===== config.mk =====
export PLATFORM = sky130hd
export DESIGN_NAME = set_cmd_driver
export DESIGN_NICKNAME = d
export VERILOG_FILES = /design/src/rtl/set_pkg.sv /design/src/rtl/set_cmd_fifo.sv /design/src/rtl/set_cmd_driver.sv
export SDC_FILE = /design/constraint.sdc
export NUM_CORES = 1
export LEC_CHECK = 0
export CAP_MARGIN = 5
export CELL_PAD_IN_SITES_DETAIL_PLACEMENT = 1
export CELL_PAD_IN_SITES_GLOBAL_PLACEMENT = 1
export CORE_ASPECT_RATIO = 0.9
export CORE_UTILIZATION = 41
export DETAILED_ROUTE_END_ITERATION = 6
export HOLD_SLACK_MARGIN = 0.12
export PLACE_DENSITY_LB_ADDON = 0.1
export SLEW_MARGIN = 20
export SYNTH_ARGS = -nofsm -noshare
export SYNTH_HDL_FRONTEND = slang
export SYNTH_HIERARCHICAL = 1
export SYNTH_SLANG_ARGS = --single-unit

===== constraint.sdc =====
create_clock -name clk -period 7 [get_ports clk]
set_input_delay 1.05 -clock clk [delete_from_list [all_inputs] [get_ports clk]]
set_output_delay 1.05 -clock clk [all_outputs]
set_load 0.01 [all_outputs]

===== src/rtl/set_pkg.sv =====
// Shared widths, enums and the command record for the SET core driver.
package set_pkg;
  localparam int COORD_W   = 4;
  localparam int CENTRAL_W = 24;
  localparam int RADIUS_W  = 12;
  localparam int CAND_W    = 8;

  typedef enum logic [1:0] {MODE_A, MODE_AND, MODE_XOR, MODE_ONE3} mode_e;

  typedef enum logic [2:0] {S_IDLE, S_ISSUE, S_WAIT_BUSY, S_WAIT_VALID, S_DONE} state_e;

  typedef struct packed {
    logic [CENTRAL_W-1:0] central;
    logic [RADIUS_W-1:0]  radius;
    mode_e                mode;
  } cmd_t;
endpackage


===== src/rtl/set_cmd_fifo.sv =====
// Small synchronous FIFO of command records; head is visible on rdata while non-empty.
module set_cmd_fifo
  import set_pkg::*;
#(
  parameter int CMD_DEPTH = 4
) (
  input  logic clk,
  input  logic rst,
  input  logic push,
  input  cmd_t wdata,
  input  logic pop,
  output cmd_t rdata,
  output logic full,
  output logic empty
);
  localparam int AW = $clog2(CMD_DEPTH);

  cmd_t            mem [CMD_DEPTH];
  logic [AW-1:0]   wp, rp;
  logic [AW:0]     cnt;
  logic            do_push, do_pop;

  assign full    = (cnt == (AW+1)'(CMD_DEPTH));
  assign empty   = (cnt == '0);
  assign do_push = push && !full;
  assign do_pop  = pop && !empty;
  assign rdata   = mem[rp];

  always_ff @(posedge clk)
    if (do_push) mem[wp] <= wdata;

  // Pointers are AW bits wide, so wrap modulo CMD_DEPTH comes for free.
  always_ff @(posedge clk) begin
    if (rst) begin
      wp  <= '0;
      rp  <= '0;
      cnt <= '0;
    end else begin
      if (do_push) wp <= wp + 1'b1;
      if (do_pop)  rp <= rp + 1'b1;
      case ({do_push, do_pop})
        2'b10:   cnt <= cnt + 1'b1;
        2'b01:   cnt <= cnt - 1'b1;
        default: cnt <= cnt;
      endcase
    end
  end
endmodule


===== src/rtl/set_cmd_driver.sv =====
// Issues queued commands to the SET core one at a time and returns each count
// (or a timeout marker) on a valid/ready result port.
module set_cmd_driver
  import set_pkg::*;
#(
  parameter int CMD_DEPTH   = 4,
  parameter int TIMEOUT_CYC = 100
) (
  input  logic                 clk,
  input  logic                 rst,
  input  logic                 cmd_valid,
  output logic                 cmd_ready,
  input  logic [CENTRAL_W-1:0] cmd_central,
  input  logic [RADIUS_W-1:0]  cmd_radius,
  input  logic [1:0]           cmd_mode,
  output logic                 set_en,
  output logic [CENTRAL_W-1:0] set_central,
  output logic [RADIUS_W-1:0]  set_radius,
  output logic [1:0]           set_mode,
  input  logic                 set_busy,
  input  logic                 set_valid,
  input  logic [CAND_W-1:0]    set_candidate,
  output logic                 res_valid,
  input  logic                 res_ready,
  output logic [CAND_W-1:0]    res_candidate,
  output logic [1:0]           res_mode,
  output logic                 res_timeout,
  output logic                 drv_busy
);
  localparam int TW = $clog2(TIMEOUT_CYC + 1);

  state_e        state, nstate;
  logic [TW-1:0] tcnt;
  cmd_t          wcmd, head;
  logic          full, empty, pop, in_wait, expired, complete, abort;

  assign wcmd = '{central: cmd_central, radius: cmd_radius, mode: mode_e'(cmd_mode)};

  set_cmd_fifo #(.CMD_DEPTH(CMD_DEPTH)) u_fifo (
    .clk   (clk),
    .rst   (rst),
    .push  (cmd_valid && cmd_ready),
    .wdata (wcmd),
    .pop   (pop),
    .rdata (head),
    .full  (full),
    .empty (empty)
  );

  assign cmd_ready = !full;
  assign set_en    = (state == S_ISSUE);
  assign drv_busy  = (state != S_IDLE) || !empty;

  assign in_wait  = (state == S_WAIT_BUSY) || (state == S_WAIT_VALID);
  assign expired  = (tcnt == TW'(TIMEOUT_CYC - 1));
  // A stale valid is only honoured after busy has been seen, i.e. in WAIT_VALID.
  assign complete = (state == S_WAIT_VALID) && set_valid && !set_busy;
  assign abort    = in_wait && expired && !complete;

  always_comb begin
    nstate = state;
    pop    = 1'b0;
    case (state)
      S_IDLE:       if (!empty && !set_busy) begin
                      pop    = 1'b1;
                      nstate = S_ISSUE;
                    end
      S_ISSUE:      nstate = S_WAIT_BUSY;
      S_WAIT_BUSY:  if (abort) nstate = S_DONE;
                    else if (set_busy) nstate = S_WAIT_VALID;
      S_WAIT_VALID: if (complete || abort) nstate = S_DONE;
      S_DONE:       if (res_ready) nstate = S_IDLE;
      default:      nstate = S_IDLE;
    endcase
  end

  always_ff @(posedge clk) begin
    if (rst) begin
      state         <= S_IDLE;
      tcnt          <= '0;
      set_central   <= '0;
      set_radius    <= '0;
      set_mode      <= '0;
      res_valid     <= 1'b0;
      res_candidate <= '0;
      res_mode      <= '0;
      res_timeout   <= 1'b0;
    end else begin
      state <= nstate;
      if (pop) begin
        set_central <= head.central;
        set_radius  <= head.radius;
        set_mode    <= head.mode;
      end
      if (state == S_ISSUE) tcnt <= '0;
      else if (in_wait)     tcnt <= tcnt + 1'b1;
      if (complete) begin
        res_valid     <= 1'b1;
        res_candidate <= set_candidate;
        res_mode      <= set_mode;
        res_timeout   <= 1'b0;
      end else if (abort) begin
        res_valid     <= 1'b1;
        res_candidate <= '0;
        res_mode      <= set_mode;
        res_timeout   <= 1'b1;
      end else if (state == S_DONE && res_ready) begin
        res_valid <= 1'b0;
      end
    end
  end
endmodule


Word-level counts from Yosys, hierarchy flattened
Memories as Yosys holds them, arrays and structs flattened. A register that Yosys moved wholly into a read port is not among the register bits.
Index checks and enable logic that the tools add are counted.
Widths: inputs -> output; s select.
{"block": "word_totals", "ram_bits": 152, "out_inout_bits": 53, "mem_count": 1, "reg_bits": 29, "inputBits": 52}
{"block": "classes", "muxes": 18, "n_eq_ne": 12, "reduce_logical": 25, "n_addsub": 5}
{"name": "u_fifo.mem", "depth": 4, "width": 38, "read_ports": 1, "rd_ports_with_merged_regs": 1, "wr": 1, "line_no": "set_cmd_fifo.sv:18", "source": "cmd_t mem [CMD_DEPTH];"}
{"operator": "$mux 8", "n": 2}
{"operator": "$mux 3", "n": 5}
{"operator": "$pmux 3 s5", "n": 1}
{"operator": "$logic_and 1x1->1", "n": 9}
{"operator": "$add 7x1->7 const B", "n": 1}
{"operator": "$eq 7x7->1 const B", "n": 1}
{"operator": "$mux 1", "n": 7}
{"operator": "$eq 3x2->1 const B", "n": 2}
{"operator": "$eq 3x3->1 const B", "n": 2}
{"operator": "$logic_not 3->1", "n": 2}
{"operator": "$pmux 3 s2", "n": 1}
{"operator": "$reduce_bool 3->1", "n": 2}
{"operator": "$add 2x1->2 const B", "n": 2}
{"operator": "$logic_not 1->1", "n": 4}
{"operator": "$mux 2", "n": 2}
{"operator": "$ne 2x2->1 const B", "n": 2}
{"operator": "$reduce_and 4->1", "n": 1}
{"operator": "$reduce_bool 2->1", "n": 2}
{"operator": "$reduce_or 2->1", "n": 2}
{"operator": "$add 3x1->3 const B", "n": 1}
{"operator": "$eq 3x1->1 const B", "n": 1}
{"operator": "$logic_or 1x1->1", "n": 3}
{"operator": "$ne 3x3->1 const B", "n": 1}
{"operator": "$sub 3x1->3 const B", "n": 1}
{"operator": "3 further kinds", "n": 3}

Depth between registers and ports, before layout
{"block": "logic_depth", "word_depth": 8, "depth_mapped": 13}

Modules after synthesis
Netlist, hierarchy kept.
{"module": "set_cmd_fifo", "seq_area_each_um2": 4744.6, "instances": 1, "area_per_inst_um2": 5973.2, "cells_each": 252}
{"module": "set_cmd_driver", "seq_area_each_um2": 1201.2, "instances": 1, "area_per_inst_um2": 2255.9, "cells_each": 258}

Worst setup path before layout
OpenSTA, ideal clock, no wires.
{"block": "synth_timing", "path_type": "input to register", "startpoint": "input set_busy", "endpoint": "register u_fifo.cnt[2]", "arrival_time_ns": 2.863, "slack_ns": 4.067, "path_stages": 12, "path_buffers": 1, "cell_sequence": "nor3_2 > nand2_1 > inv_2 > buf_2 > o31ai_1 > inv_1 > ha_1 > inv_1 > fa_1 > xor2_1 > or3_1 > a21oi_1"}
{"block": "synth_between", "elab_chain_len": 7}
{"item": "start: declaration", "line_no": "set_cmd_driver.sv:20", "source": "input logic set_busy,"}
{"item": "$logic_not 1->1 (*)", "line_no": "set_cmd_driver.sv:64", "source": "S_IDLE: if (!empty && !set_busy) begin"}
{"item": "$logic_and 1x1->1 (*)", "line_no": "set_cmd_driver.sv:64"}
{"item": "$mux 1 (*)", "line_no": "set_cmd_driver.sv:64"}
{"item": "$mux 1 (*)", "line_no": "set_cmd_driver.sv:63", "source": "case (state)"}
{"item": "via pop", "line_no": "set_cmd_driver.sv:35", "source": "logic full, empty, pop, in_wait, expired, complete, abort;"}
{"item": "$logic_and 1x1->1 (*)", "line_no": "set_cmd_fifo.sv:26", "source": "assign do_pop = pop && !empty;"}
{"item": "via u_fifo.do_pop", "line_no": "set_cmd_fifo.sv:21", "source": "logic do_push, do_pop;"}
{"item": "$eq 2x1->1 / $eq 2x2->1 (equally long branches)", "line_no": "set_cmd_fifo.sv:41", "source": "case ({do_push, do_pop})"}
{"item": "$pmux 3 s2 / $reduce_bool 2->1 (equally long branches)"}
{"item": "end signal: assignment", "line_no": "set_cmd_fifo.sv:42", "source": "2'b10: cnt <= cnt + 1'b1;"}
{"item": "end signal: assignment", "line_no": "set_cmd_fifo.sv:43", "source": "2'b01: cnt <= cnt - 1'b1;"}
{"item": "end signal: assignment", "line_no": "set_cmd_fifo.sv:44", "source": "default: cnt <= cnt;"}
{"item": "end: declaration", "line_no": "set_cmd_fifo.sv:20", "source": "logic [AW:0] cnt;"}
The timed path passes the listed nets; every way through them passes the cells marked *.
A chain may end at the register's enable or synchronous reset.

Worst setup path after layout
{"block": "layout_timing", "startpoint": "input set_busy", "endpoint": "register u_fifo.cnt[2]"}
{"block": "layout_between", "elab_chain_len": 7}
{"item": "$logic_not 1->1 (*)", "line_no": "set_cmd_driver.sv:64"}
{"item": "$logic_and 1x1->1 (*)", "line_no": "set_cmd_driver.sv:64"}
{"item": "$mux 1 (*)", "line_no": "set_cmd_driver.sv:64"}
{"item": "$mux 1 (*)", "line_no": "set_cmd_driver.sv:63"}
{"item": "$logic_and 1x1->1 (*)", "line_no": "set_cmd_fifo.sv:26"}
{"item": "via u_fifo.do_pop", "line_no": "set_cmd_fifo.sv:21"}
{"item": "$eq 2x1->1 / $eq 2x2->1 (equally long branches)", "line_no": "set_cmd_fifo.sv:41"}
{"item": "$pmux 3 s2 / $reduce_bool 2->1 (equally long branches)"}
Marks and branches as above.

==> results.md <==
- Status: completed
- Synth Area in Compound Gates: 4.075%
- Clk sinks: 221
- Syn Std Cell Area: 8229 um^2
- R2R depth: 12
- Sequential fraction of the synthesis area: 72.25%
- Drt first pass iters: 4
- Design Power: 3.552 mW
- Die height: 136.4 um
- Final setup fails: 0
- Clock Latency Late Sink: 0.51 ns
- H-Tree Depth: 1
- Worst setup SP type: input port
- PnR worst setup slack: 2.581 ns
- Crit path buffers/inverters: 4
- WHS Endpoint: set_radius[7]
- Hold crit path type: reg2reg
- Vias in the first global route: 4,938
- Placer Congestion: 0.7048
- Starting DRT DRC Count: 186
- CP most frequent cell: inv_1
- Chip width: 151.3 um
- Total CTS buffers: 23
- Final hold viol count: 0
- Slowest-stage cell, CP: inv_2
- Setup CP Type: in2reg
- Design Area, Final: 10,200 um^2
- Synthesized area per cell: 16.14 um^2
- Multi-input gate area: 2083 um^2
- Crit path required time: 7.43 ns
- P per Cell Area: 348.1 nW/um^2
- Reg2reg setup slack: 3.13 ns
- CTS max path bufs: 3
- Gr ovfl total: 0
- Final slew viol count: 0
- Clk_skew: 0.01340 ns
- Vias: 4,528
- Synth Area in Simple Gates: 8.150%
- CTS tree: yes
- Vias/cell: 5.105
- Critical R2R Launch: u_fifo/cnt[0]
- Worst slack, placed: 1.963 ns
- Total die area: 20,640 um^2
- Post-synthesis mux area share: 10.89%
- Unrepaired setup endpoints after global routing: false
- Initial core utilization: 42.42%
- Distinct cells, synth: 43
- Remaining DRCs: 0
- Max-Slew Margin vs Limit: 40.81%
- Synth Flop Type: edfxtp_1
- CTS root buf: clkbuf_16
- Hold WS: 0.4561 ns
- Overall routing resource usage: 17.62%
- Hold Crit Start: set_radius[7]
- Tmin final: 4.419 ns
- Max Fclk: 0.2263 GHz
- Total Nets Final: 679
- CTS clock-pin slew for the worst setup and hold paths: 0.06 ns
- # hold bufs at CTS: 0
- #FFs+latches synth: 221
- CP peak stage delay: 0.88 ns
- FF+latch area: 5953 um^2
- Row cnt: 48
- XOR/XNOR Fraction of Synth Area: 0.9579%
- First-pass GRT wire length: 27,390 um
- Sum of negative setup slack: 0 ns
- FFs w/ async S/R, synth: 0%
- Initial antenna violation count: 0
- Largest net degree at the start of global routing: 60
- Mean routed wirelength per cell: 19.54 um
- # IOs: 105
- Static Leakage: 3.343 nW
- HPWL Detailed: 10,080 um
- Worst slew pin tran: 0.8847 ns
- Peak supply drop: 0.1478 mV
- Worst reg2reg endpoint: u_fifo/cnt[2]
- Critical path arrival: 4.85 ns
- Synth warn: 6
- Core Footprint: 19,400 um^2
- Layout cells sized above 1: 14.76%
- Worst-path cell chain: clkdlybuf4s50_1 > nor3_2 > nand2_2 > inv_2 > o31ai_1 > inv_1 > ha_1 > inv_1 > fa_1 > xor2_1 > or3_1 > a21oi_1
- Cells after Synth: 510
- Main combinational cell family by area after synthesis: multiplexers
- Max cap viols: 0
- Adder-cell area share of the yosys netlist: 1.156%
- Critical-path maximum fanout: 40
- Hold path cells: 2
- Post-synth EDFFs: 152
- ANT cells: 0
- Antenna Violating Nets Remaining: 0
- Final WL: 17,330 um
- Port bufs: 104
- Layout area overhead: 24.01%
- FILL cells: 1,846
- CP top delay family: buffers and inverters
- Post-CTS Setup Inserts: 0
- Final period util: 63.13%
- Post-synth net total: 569
- Dpl cell area: 9460 um^2
- Setup crit end kind: flop
- Post_cts resized: 0
logic make-up after synthesis:
kind of cell               count (synthesis)
and+or+nand+nor                          138
buffers and inverters                     34
adders and majority gates                  7
xor gates and xnor gates                   9
muxes                                     42
AOI/OAI and AO/OA                         59
DFF                                      221
report_power, final:
| group | total (mW) | switching (mW) | internal [mW] |
|---|---|---|---|
| clock | 1.21 | 0.490 | 0.715 |
| sequential | 1.68 | 0.111 | 1.57 |
| combinational | 0.670 | 0.342 | 0.328 |
| total | 3.55 | 0.943 | 2.61 |
worst reg2reg max path: cells and delay by family (launching register included):
| family | cells | cell delay [ns] |
|---|---|---|
| simple gates | 4 | 1.19 |
| buf+inv | 3 | 1.07 |
| fa+ha+maj | 2 | 0.58 |
| flops | 1 | 0.44 |
| compound gates | 2 | 0.38 |
| xor+xnor | 1 | 0.16 |
layout by cell type, fill, tap and decap left out, types with 2 or more instances in the layout:
| cell | Yosys | routed |
|---|---|---|
| clkinv_2 | 0 | 4 |
| nor2_1 | 16 | 16 |
| mux4_2 | 38 | 38 |
| bufinv_16 | 0 | 3 |
| nand4_1 | 4 | 4 |
| nor3_2 | 2 | 2 |
| nor2b_1 | 2 | 2 |
| nand2_1 | 82 | 81 |
| clkbuf_16 | 0 | 23 |
| a21oi_1 | 44 | 44 |
| o21ai_0 | 3 | 3 |
| o31ai_1 | 2 | 2 |
| dfxtp_4 | 0 | 2 |
| a22o_1 | 8 | 8 |
| xor2_1 | 8 | 8 |
| clkinv_1 | 0 | 5 |
| edfxtp_1 | 152 | 152 |
| inv_1 | 9 | 9 |
| buf_4 | 2 | 5 |
| clkdlybuf4s50_1 | 0 | 103 |
| ha_1 | 6 | 6 |
| nor4_2 | 2 | 2 |
| or3_1 | 3 | 3 |
| nand3b_1 | 3 | 3 |
| mux2i_1 | 4 | 4 |
| nand2b_1 | 6 | 6 |
| and2_2 | 0 | 4 |
| dfxtp_1 | 69 | 67 |
| clkbuf_1 | 7 | 4 |
| and3_1 | 2 | 2 |
| nor3_1 | 3 | 3 |
worst max-delay path by stage:
| stage | start | end | slack, ns | depth (start not counted) |
|---|---|---|---|---|
| floorplan | set_busy | u_fifo/cnt[2] | 4.07 | 12 |
| global placement | set_busy | u_fifo/cnt[2] | 2.11 | 12 |
| detailed placement | set_busy | u_fifo/cnt[2] | 1.96 | 12 |
| CTS | set_busy | u_fifo/cnt[2] | 2.47 | 12 |
| global route | set_busy | u_fifo/cnt[2] | 2.32 | 12 |
| finish | set_busy | u_fifo/cnt[2] | 2.58 | 12 |
cell type report:
cell class / count / share of cell area (%)
Clock buffer: 27 / 5.787
Clock inverter: 15 / 1.508
Inverter: 10 / 0.3678
Multi-Input combinational cell: 255 / 20.41
Sequential cell: 221 / 58.34
Tap cell: 250 / 3.065
Timing Repair Buffer: 109 / 10.52
per-layer routing:
metal	GRT usage [%]	wire length [um]	vias up	share of wire (%)
li1	-	-	2123	-
met1	23.01	7729	2305	45
met2	30.09	8669	80	50
met3	3.221	638	20	3.7
met4	4.778	295	0	1.7
met5	0	0	-	0
state kept, by name (all words and copies together) (netlist names), named ones only:
signal,count
res_candidate,8
res_mode,2
res_timeout,1
res_valid,1
set_central,24
set_mode,2
set_radius,12
state,3
tcnt,7
u_fifo/cnt,3
u_fifo/mem,152
u_fifo/rp,2
u_fifo/wp,2
synth_stat cells, types with 7 or more instances:
cell type,n,share of area [%]
edfxtp_1,152,55
nand2_1,82,3.7
dfxtp_1,69,17
a21oi_1,44,2.7
mux4_2,38,10
nor2_1,16,0.73
inv_1,9,0.41
a22o_1,8,0.85
buf_2,8,0.49
xor2_1,8,0.85
clkbuf_1,7,0.32
stage by stage:
step                utilization, %  std cells
finish                       52.61        887
global route                 52.61        887
CTS                          52.61        887
detailed placement           48.77        845
global placement             48.76        845
floorplan                        -        510
Power figures use the tool's default switching activity.
==> RTL edit: new RTL, same settings <==
Register the input `cmd_mode` before use, with the module's reset. The logic sees it one clock later. The other inputs are not delayed to match.
--- a/src/rtl/set_cmd_driver.sv
+++ b/src/rtl/set_cmd_driver.sv
@@ -30,4 +30,14 @@
   localparam int TW = $clog2(TIMEOUT_CYC + 1);
 
+  logic [1:0] cmd_mode_q;
+
+  always_ff @(posedge clk) begin
+    if (rst) begin
+      cmd_mode_q <= '0;
+    end else begin
+      cmd_mode_q <= cmd_mode;
+    end
+  end
+
   state_e        state, nstate;
   logic [TW-1:0] tcnt;
@@ -35,5 +45,5 @@
   logic          full, empty, pop, in_wait, expired, complete, abort;
 
-  assign wcmd = '{central: cmd_central, radius: cmd_radius, mode: mode_e'(cmd_mode)};
+  assign wcmd = '{central: cmd_central, radius: cmd_radius, mode: mode_e'(cmd_mode_q)};
 
   set_cmd_fifo #(.CMD_DEPTH(CMD_DEPTH)) u_fifo (
Function: changed (a bounded check fails within 4 cycles, from zero or initial values and one cycle with rst high).
==> RTL edit against the unedited design <==
Synthesized area rose by 0.55%; routed wire length barely moved; sequential cell count rose by 2; count of clock-buffer cells in the layout rose by 4; final area rose by 1.5%; setup slack improved by 0.052 ns; power rose by 3.6%; synthesized cell count is 0.78% higher; global-route usage decreased by 0.31 points; critical endpoint unchanged; maximum frequency up 1.2%; largest cell class unchanged.
==> RTL edit: results <==
[timing]
worstMarginPinSlew_ns = 0.854
setup_viol = 0
clock_skew_ns = 0.0243

[clocking]
cts.repair.resized = 0
cts_buffers = 25
cts-root-buf = "clkbuf_16"
cts_max_path_buffers = 3
postCtsSetupBuffers = 0
clkSlewWorstSetupHoldPaths_ns = 0.06

[synth]
synth_edf_count = 152
synth_nets = 573
ys_types = 43
yosys_warnings = 6
synth.area.top_cells = "edfxtp_1 (55%), dfxtp_1 (17%), mux4_2 (10%), nand2_1 (3.7%), a21oi_1 (2.7%)"
ys_seq_area_share_pct = 72.3
synthTopCellsByCount = "edfxtp_1 (152), nand2_1 (82), dfxtp_1 (71)"

[global_routing]
antenna_found_initial = 1
grt_max_degree = 62
grt_pass1_vias = 4957
grt_overflow_total = 0
grtUsageTotal_pct = 17.3
grt_pass1_wl_um = 26900

[critical_path]
cp-startpoint = "set_busy"
worstPathMaxFanout = 40
path_class = "primary input to flop"
regToRegStartpoint = "u_fifo/cnt[0]"
cp.arrival_ns = 4.81
rrSetupSlack_ns = 3.15

[run_status]
status = "finished, final reports clean"

[layout]
fin_nets = 685
area_growth_pct = 25.2
n_fill_cell = 1852
drive_above_1_share_pct = 15.2
reg_top3 = "u_fifo/mem x152, set_central x24, set_radius x12"
diodes = 0

[drt]
wl_per_cell_um = 19.4
vias = 4629
drtIter0Drc = 226
drtPass1Iterations = 4

[placed_design]
io_buffers = 104
gp_congestion = 0.726
dpl-instance-area_sq_mm = 0.00951
post-dp-hpwl_um = 10100

[power]
p_leak_nw = 3.41
peakVddDrop_mv = 0.254

[worst_hold_path]
hold_path_class = "flop to flop"
==> RTL edit: area by class of cell <==
cell class	count	share of cell area, %
clock buffers	31	6.45
well taps	250	3.02
clock inverters	15	1.69
flip-flops and latches	223	57.9
multi-input cells	257	20.2
repair buffers	109	10.4
inverters	10	0.362
==> RTL edit: per-stage QoR <==
| stage | hold slack [ns] | std cells | setup slack [ns] |
|---|---|---|---|
| floorplan | 0.438 | 514 | 4.07 |
| global placement | 0.443 | 849 | 2.17 |
| detailed placement | 0.451 | 849 | 2.05 |
| CTS | 0.460 | 895 | 2.57 |
| global route | 0.468 | 895 | 2.34 |
| finish | 0.456 | 895 | 2.63 |
==> RTL edit: critical path: stages <==
cell             delay [ns]
clkdlybuf4s50_1        0.50
nor3_2                 0.25
nand2_2                0.53
inv_2                  0.86
o31ai_1                0.25
inv_1                  0.12
ha_1                   0.18
inv_1                  0.06
fa_1                   0.37
xor2_1                 0.16
or3_1                  0.31
a21oi_1                0.14
==> RTL edit: power by group <==
part | total (mW) | switching, mW | leakage, nW | internal, mW
clock network | 1.32 | 0.500 | 0.412 | 0.822
logic | 0.664 | 0.337 | 1.03 | 0.328
registers | 1.70 | 0.117 | 1.97 | 1.58
total | 3.68 | 0.954 | 3.41 | 2.73
==> RTL edit: worst min-delay path by stage <==
| stage | startpoint | cells after the start | end | slack (ns) |
|---|---|---|---|---|
| 6_report | set_central[18] | 2 | set_central[18] | 0.46 |
| 4_1_cts | set_central[4] | 2 | set_central[4] | 0.46 |
| 5_1_grt | set_central[18] | 2 | set_central[18] | 0.47 |
| 3_5_place_dp | set_central[4] | 2 | set_central[4] | 0.45 |
| 3_3_place_gp | set_central[19] | 2 | set_central[19] | 0.44 |
| 2_1_floorplan | cmd_mode_q[0] | 0 | u_fifo/mem[0][0] | 0.44 |
==> RTL edit: per-layer routing <==
layer | up-vias | track usage (%) | part of all wire [%]
li1 | 2149 | - | -
met1 | 2373 | 22.3 | 43
met2 | 81 | 30.1 | 51
met3 | 24 | 3.40 | 3.9
met4 | 2 | 4.13 | 1.8
met5 | - | 0 | 0.063
==> RTL edit: cells by family (layout without fill, tap and decap cells) <==
group	count (synthesis)	in the layout	share of synthesized area, %
flip-flops	223	223	72.3
AND/OR/NAND/NOR	140	140	8.26
AO/OA/AOI/OAI	59	59	4.05
multiplexers	42	42	10.8
buffers and inverters	34	165	2.42
XOR/XNOR	9	9	0.953
adder cells (fa/ha/maj)	7	7	1.15
